--- src/rtl/ahb_apb_pkg.sv ---
// Shared encodings for the AHB-to-APB bridge: transfer types, responses,
// slave selects and the error-responder state.
package ahb_apb_pkg;

  localparam logic [1:0] HTRANS_IDLE   = 2'b00;
  localparam logic [1:0] HTRANS_BUSY   = 2'b01;
  localparam logic [1:0] HTRANS_NONSEQ = 2'b10;
  localparam logic [1:0] HTRANS_SEQ    = 2'b11;

  localparam logic [1:0] HRESP_OKAY  = 2'b00;
  localparam logic [1:0] HRESP_ERROR = 2'b01;

  localparam logic [2:0] SEL_NONE = 3'b000;
  localparam logic [2:0] SEL_0    = 3'b001;
  localparam logic [2:0] SEL_1    = 3'b010;
  localparam logic [2:0] SEL_2    = 3'b100;

  typedef enum logic [1:0] {
    ERR_OKAY = 2'b00,
    ERR_ERR1 = 2'b01,
    ERR_ERR2 = 2'b10
  } err_state_t;

  // NONSEQ and SEQ are the only transfer types that move data.
  function automatic logic is_transfer(input logic [1:0] htrans);
    return (htrans == HTRANS_NONSEQ) || (htrans == HTRANS_SEQ);
  endfunction

endpackage

--- src/rtl/ahb_addr_decoder.sv ---
// Combinational decode of an AHB address into three contiguous APB slave
// regions starting at BASE_ADDR, each SLV_SIZE bytes.
module ahb_addr_decoder
  import ahb_apb_pkg::*;
#(
  parameter logic [31:0] BASE_ADDR = 32'h8000_0000,
  parameter logic [31:0] SLV_SIZE  = 32'h0100_0000
) (
  input  logic [31:0] addr,
  output logic        mapped,
  output logic [2:0]  sel
);

  // 34-bit arithmetic so the window end cannot wrap for large regions.
  localparam logic [33:0] SZ1 = {2'b00, SLV_SIZE};
  localparam logic [33:0] SZ2 = SZ1 << 1;
  localparam logic [33:0] SZ3 = SZ1 + SZ2;

  logic [33:0] off;
  assign off = {2'b00, addr} - {2'b00, BASE_ADDR};

  always_comb begin
    // NOTE: every output gets a default first so no path leaves it unassigned (no latch).
    sel = SEL_NONE;
    if (addr >= BASE_ADDR) begin
      if (off < SZ1)      sel = SEL_0;
      else if (off < SZ2) sel = SEL_1;
      else if (off < SZ3) sel = SEL_2;
    end
  end

  assign mapped = (sel != SEL_NONE);

endmodule

--- src/rtl/ahb_slave_frontend.sv ---
// AHB-side front end of the AHB-to-APB bridge: transfer qualification,
// address/data pipeline, slave decode and a two-cycle ERROR responder.
module ahb_slave_frontend
  import ahb_apb_pkg::*;
#(
  parameter logic [31:0] BASE_ADDR = 32'h8000_0000,
  parameter logic [31:0] SLV_SIZE  = 32'h0100_0000,
  parameter int          ERRCNT_W  = 8
) (
  input  logic                Hclk,
  input  logic                Hreset,
  input  logic                Hwrite,
  input  logic                Hreadyin,
  input  logic [1:0]          Htrans,
  input  logic [31:0]         Haddr,
  input  logic [31:0]         Hwdata,
  input  logic [31:0]         Prdata,
  input  logic                Hreadyout_apb,
  output logic                valid,
  output logic [31:0]         Haddr1,
  output logic [31:0]         Haddr2,
  output logic [31:0]         Hwdata1,
  output logic [31:0]         Hwdata2,
  output logic                Hwritereg,
  output logic [2:0]          tempselx,
  output logic [31:0]         Hrdata,
  output logic [1:0]          Hresp,
  output logic                Hreadyout,
  output logic [ERRCNT_W-1:0] err_count
);

  err_state_t state, state_next;
  logic       mapped;
  logic       active;

  ahb_addr_decoder #(
    .BASE_ADDR (BASE_ADDR),
    .SLV_SIZE  (SLV_SIZE)
  ) u_decoder (
    .addr   (Haddr),
    .mapped (mapped),
    .sel    (tempselx)
  );

  assign active = Hreadyin && is_transfer(Htrans);
  // Combinational so the controller can accept the transfer in the same cycle.
  assign valid  = active && mapped && (state == ERR_OKAY);
  assign Hrdata = Prdata;

  // NOTE: sequential state uses non-blocking assignments so all registers update together.
  always_ff @(posedge Hclk) begin
    if (Hreset) begin
      Haddr1    <= '0;
      Haddr2    <= '0;
      Hwdata1   <= '0;
      Hwdata2   <= '0;
      Hwritereg <= 1'b0;
    end else if (Hreadyin) begin
      Haddr1    <= Haddr;
      Haddr2    <= Haddr1;
      Hwdata1   <= Hwdata;
      Hwdata2   <= Hwdata1;
      Hwritereg <= Hwrite;
    end
  end

  always_ff @(posedge Hclk) begin
    if (Hreset) begin
      state     <= ERR_OKAY;
      err_count <= '0;
    end else begin
      state <= state_next;
      if (state == ERR_OKAY && state_next == ERR_ERR1 && err_count != '1)
        err_count <= err_count + 1'b1;
    end
  end

  always_comb begin
    state_next = state;
    Hresp      = HRESP_OKAY;
    Hreadyout  = Hreadyout_apb;
    unique case (state)
      ERR_OKAY: begin
        if (active && !mapped) state_next = ERR_ERR1;
      end
      // First ERROR cycle stalls the master so it can cancel the next transfer.
      ERR_ERR1: begin
        Hresp      = HRESP_ERROR;
        Hreadyout  = 1'b0;
        state_next = ERR_ERR2;
      end
      ERR_ERR2: begin
        Hresp      = HRESP_ERROR;
        Hreadyout  = 1'b1;
        state_next = ERR_OKAY;
      end
      default: state_next = ERR_OKAY;
    endcase
  end

endmodule

--- config.mk ---
export PLATFORM = sky130hd
export DESIGN_NAME = ahb_slave_frontend
export DESIGN_NICKNAME = d
export VERILOG_FILES = /design/src/rtl/ahb_apb_pkg.sv /design/src/rtl/ahb_addr_decoder.sv /design/src/rtl/ahb_slave_frontend.sv
export SDC_FILE = /design/constraint.sdc
export NUM_CORES = 1
export LEC_CHECK = 0
export ABC_AREA = 1
export BUFFER_PORTS_ARGS = -buffer_cell sky130_fd_sc_hd__buf_2
export CAP_MARGIN = 20
export CORE_ASPECT_RATIO = 1.1
export CORE_MARGIN = 4
export CORE_UTILIZATION = 40
export CTS_CLUSTER_SIZE = 40
export DETAILED_ROUTE_END_ITERATION = 16
export HOLD_SLACK_MARGIN = 0.12
export PLACE_DENSITY = 0.72
export SLEW_MARGIN = 20
export SYNTH_ARGS = -nofsm -noshare
export SYNTH_HDL_FRONTEND = slang
export SYNTH_HIERARCHICAL = 1
export SYNTH_SLANG_ARGS = --single-unit
export TNS_END_PERCENT = 5
--- constraint.sdc ---
create_clock -name Hclk -period 3.5 [get_ports Hclk]
set_input_delay 0.7 -clock Hclk [delete_from_list [all_inputs] [get_ports Hclk]]
set_output_delay 0.7 -clock Hclk [all_outputs]
set_load 0.02 [all_outputs]
==> After elaboration in Yosys (flattened, before gate mapping) <==
Cells that the tools add are included.
Widths: inputs -> output; s select.
{ "totals": {"output_inout_bits": 176, "elab_cells": 38, "ff_bits": 139, "input_bits": 103} }
{ "classes": {"eq_ne": 6, "n_reduce_logical": 11, "order_cmp": 4, "n_mux": 8, "addsub": 2} }
{ "op_table": {"columns": ["operator", "count"], "rows": [
  ["$lt 34x26->1 const B", 2],
  ["$lt 34x25->1 const B", 1],
  ["$sub 32x32->33 const B", 1],
  ["$ge 32x32->1 const B", 1],
  ["$mux 3", 4],
  ["$add 8x1->8 const B", 1],
  ["$ne 8x8->1 const B", 1],
  ["$eq 2x2->1 const B", 3],
  ["$logic_and 1x1->1", 6],
  ["$eq 2x1->1 const B", 2],
  ["$pmux 2 s2", 1],
  ["$reduce_bool 3->1", 1],
  ["$logic_not 2->1", 1],
  ["$mux 2", 1],
  ["$pmux 1 s2", 1],
  ["$reduce_or 2->1", 1],
  ["$logic_not 1->1", 1],
  ["$logic_or 1x1->1", 1],
  ["$mux 1", 1]
]} }

==> Logic depth before layout (Yosys ltp) <==
{ "logic_depth": {"ltp_word": 14, "mapped_depth": 12} }

==> Modules after synthesis <==
The synthesis kept the hierarchy.
{ "by_module_without_submodules": {"columns": ["module", "n_inst", "area_per_inst_um2", "cells_each"], "rows": [
  ["ahb_slave_frontend", 1, 5263.8, 682],
  ["ahb_addr_decoder", 1, 102.6, 21]
]} }

==> Worst setup path before layout <==
Ideal clock, no wire load.
{ "synth_timing": {"path_type": "in2out", "from": "in Haddr[27]", "to": "out valid", "setup_slack_ns": 1.345, "path_buffers": 0, "arrival_time_ns": 1.455, "cell_stages": 5, "cell_sequence": "nor2_1 nand3_2 a21oi_1 nand3_1 nor2_1"} }
{ "synth_via": {"elab_chain_cells": 9, "word_cells_on_any_way": 12, "cone_classes": "add/sub (1); order compare (4); mux (4); reduce/logical (3)"} }
{ "synth_rtl": {"columns": ["item", "line_no", "rtl"], "rows": [
  ["from (decl)", "ahb_slave_frontend.sv:15", "input logic [31:0] Haddr,"],
  ["$sub 32x32->33", "ahb_addr_decoder.sv:20", "assign off = {2'b00, addr} - {2'b00, BASE_ADDR};"],
  ["$lt 34x26->1", "ahb_addr_decoder.sv:28", "else if (off < SZ3) sel = SEL_2;"],
  ["$mux 3", "ahb_addr_decoder.sv:28", null],
  ["$mux 3", "ahb_addr_decoder.sv:27", "else if (off < SZ2) sel = SEL_1;"],
  ["$mux 3", "ahb_addr_decoder.sv:26", "if (off < SZ1) sel = SEL_0;"],
  ["$mux 3 (*)", "ahb_addr_decoder.sv:25", "if (addr >= BASE_ADDR) begin"],
  ["$reduce_bool 3->1 (*)", "ahb_addr_decoder.sv:32", "assign mapped = (sel != SEL_NONE);"],
  ["via mapped", "ahb_slave_frontend.sv:33", "logic mapped;"],
  ["$logic_and 1x1->1 (*) (2 in a row)", "ahb_slave_frontend.sv:47", "assign valid = active && mapped && (state == ERR_OKAY);"],
  ["to (decl)", "ahb_slave_frontend.sv:19", "output logic valid,"]
]} }
The timed path passes the listed nets; every way through them passes the cells marked *.

==> Worst setup path in the final report <==
Same ends and word-level chain as after synthesis.

==> flow_metrics.py <==
metrics = {
    "sta": {
        "slew_headroom_pct": 43.5,
        "hold_viol": 0,
        "fin_setup_tns_ns": 0,
        "fmax_ghz": 0.432,
        "finClkSkew_ns": 0.00536,
        "tightest_slew_ns": 0.848,
        "setup_viol": 0,
        "fin_crit_ns": 2.32,
        "report.final.slew_viol_count": 0,
        "setup_ws_ns": 1.18,
        "fin_crit_sh_pct": 66.2,
        "rsz0062_at_grt": "no",
    },
    "floorplanning": {
        "coreArea_mm2": 0.0132,
        "floorplan.initialDensity_pct": 40.8,
        "num_io_pins": 279,
        "dieArea_mm2": 0.0153,
        "num_rows": 44,
        "die_w_um": 118,
        "dieHeight_um": 129,
    },
    "placed_design": {
        "hpwlAfterDp_um": 9350,
        "port_buffers": 212,
        "dp_slack_ns": 1.18,
        "routabilityCongestion": 0.793,
    },
    "setup_path": {
        "r2r_cells": 8,
        "r2r-end": "err_count[1]",
        "crit_family": "simple AND/OR/NAND/NOR gates",
        "reg2reg_from": "err_count[0]",
        "critPathArrivalTime_ns": 1.62,
        "required_ns": 2.80,
        "reg2reg_slack_ns": 1.98,
        "end_kind": "primary output",
        "crit_slowest_cell": "a21oi_1",
        "cpPeakStageDelay_ns": 0.18,
        "critPathLaunchType": "input pin",
        "startpoint": "Haddr[27]",
        "critical_path_buf_inv_count": 2,
        "criticalPathCategory": "input pin to primary output",
        "worstPathCellList": "buf_2, nor2_1, nand3_2, a21oi_1, nand3_1, nor2_1, buf_2",
        "path_max_fanout": 3,
    },
    "synthesis": {
        "syn-instance-count": 703,
        "synth_cell_types": 25,
        "yosysWarnings": 6,
        "syn_nets": 810,
        "ys_seq_area_share_pct": 51.9,
        "syn_area_mm2": 0.00537,
        "avgSynthCellArea_um2": 7.63,
        "synth-seq-cells": 139,
    },
    "grt": {
        "grt_usage_pct": 17.5,
        "grt_pass1_wl_um": 21900,
        "grt_max_degree": 97,
        "grt-ovfl-total": 0,
        "antenna_found_initial": 0,
        "grt_pass1_vias": 4444,
    },
    "finish": {
        "final_nets": 968,
        "antennaDiodeCount": 0,
        "drive_gt1_share_pct": 29.3,
        "syn_to_final_growth_pct": 27.4,
        "final_cell_mix": "nor2_1, buf_2, dfxtp_1",
        "layout_commonest_cell": "nor2_1",
    },
    "run_status": {
        "status": "completed",
    },
    "cts": {
        "cts.htree.levels": 4,
        "clk_latency_ns": 0.42,
        "post_cts.repair.setup_buffers": 0,
        "hold_buffers": 0,
        "numClockSinks": 139,
        "cts.clk_slew.worst_paths_ns": 0.05,
        "root_buffer": "clkbuf_16",
        "cts-resized-gates": 0,
        "cts_made_buffers": 17,
        "clk_path_buf_depth": 2,
        "cts_tree": "built",
    },
    "hold_path": {
        "holdPathStages": 2,
        "min_path_type": "flip-flop to flip-flop",
        "min_to": "Haddr2[17]",
        "worstHoldStart": "Haddr2[17]",
    },
    "routing": {
        "drc_errors": 0,
        "drt_wl_total_um": 13800,
        "drtAntennaViolNets": 0,
        "drt-initial-drc-count": 394,
        "wl_per_cell_um": 13.4,
        "num_vias": 4931,
        "via_per_inst": 4.77,
        "dr.pass1.iters": 5,
    },
    "power": {
        "peakVddDrop_mv": 0.273,
        "leakage_nw": 3.42,
        "fin_total_pwr_mw": 4.05,
        "power.density_mw_per_mm2": 592,
    },
    "run": {
        "drv_cap": 0,
    },
}
[sequential cells by signal (all words and copies together), names as in the netlist]
| name | cells |
|---|---|
| Haddr1 | 32 |
| Haddr2 | 32 |
| Hwdata1 | 32 |
| Hwdata2 | 32 |
| err_count | 8 |
| state | 2 |
| Hwritereg | 1 |
[worst reg2reg max path: stages (launching register included)]
cell	delay [ns]
dfxtp_1	0.38
ha_1	0.21
nand2_1	0.08
nor2_1	0.21
nand2_1	0.09
nand2_1	0.16
nor2_8	0.06
o21ai_0	0.16
nor2_1	0.05
[worst max path at each step]
stage | endpoint | slack (ns) | depth (start not counted)
floorplan | valid | 1.35 | 5
global placement | valid | 1.19 | 7
detailed placement | valid | 1.18 | 7
CTS | Hreadyout | 1.17 | 4
global route | valid | 1.08 | 7
finish | valid | 1.18 | 7
[final cells by class]
cell class	count	area [um2]
multi-input cells	468	2070
clock buffers	23	468
clock inverters	8	118
repair buffers	215	1120
inverters	20	77.6
fillers	1301	6320
flip-flops and latches	139	2780
well taps	161	201
[cells in the mapped netlist, drive strengths merged]
master | instances | area share [%]
buf | 51 | 6.5
conb | 1 | 0.070
o21ai | 132 | 12
inv | 20 | 1.4
dfxtp | 139 | 52
mux2 | 1 | 0.21
a21oi | 8 | 0.82
xor2 | 3 | 0.49
nand3 | 5 | 0.79
clkbuf | 25 | 1.7
nor3 | 2 | 0.37
nor2 | 277 | 20
nand2 | 33 | 2.5
nand3b | 2 | 0.28
ha | 4 | 0.93
[metal layers]
metal / vias up / wire, um / track usage [%]
li1: 2513 / - / -
met1: 2233 / 5800 / 21.1
met2: 150 / 6780 / 27.9
met3: 35 / 904 / 6.33
met4: 0 / 352 / 8.66
met5: - / 0 / 0
[cells by family (layout without fill, tap and decap cells)]
logic type                 count (synthesis)  after routing  synth area share (%)
and+or+nand+nor                          319            319                  23.7
AOI/OAI and AO/OA                        140            140                  13.1
DFF                                      139            139                  51.9
buffers and inverters                     96            266                  9.61
adders and majority gates                  4              4                 0.933
xor gates and xnor gates                   3              3                 0.490
other                                      1              1                0.0699
muxes                                      1              1                 0.210
[per-stage QoR]
| stage | area, um2 | instances | hold WS (ns) | util (%) |
|---|---|---|---|---|
| 2_1_floorplan | 5370 | 703 | 0.567 | - |
| 3_3_place_gp | 6250 | 1003 | 0.472 | 47.5 |
| 3_5_place_dp | 6250 | 1003 | 0.479 | 47.5 |
| 4_1_cts | 6840 | 1034 | 0.483 | 52.0 |
| 5_1_grt | 6840 | 1034 | 0.495 | 52.0 |
| 6_report | 6840 | 1034 | 0.490 | 52.0 |
[power by group]
group	leakage, nW	internal [mW]	switching [mW]
Clock	0.287	1.15	0.629
Combinational	1.99	0.176	0.344
Sequential	1.15	1.69	0.0619
Total	3.42	3.01	1.03
(Power assumes the default switching activity.)
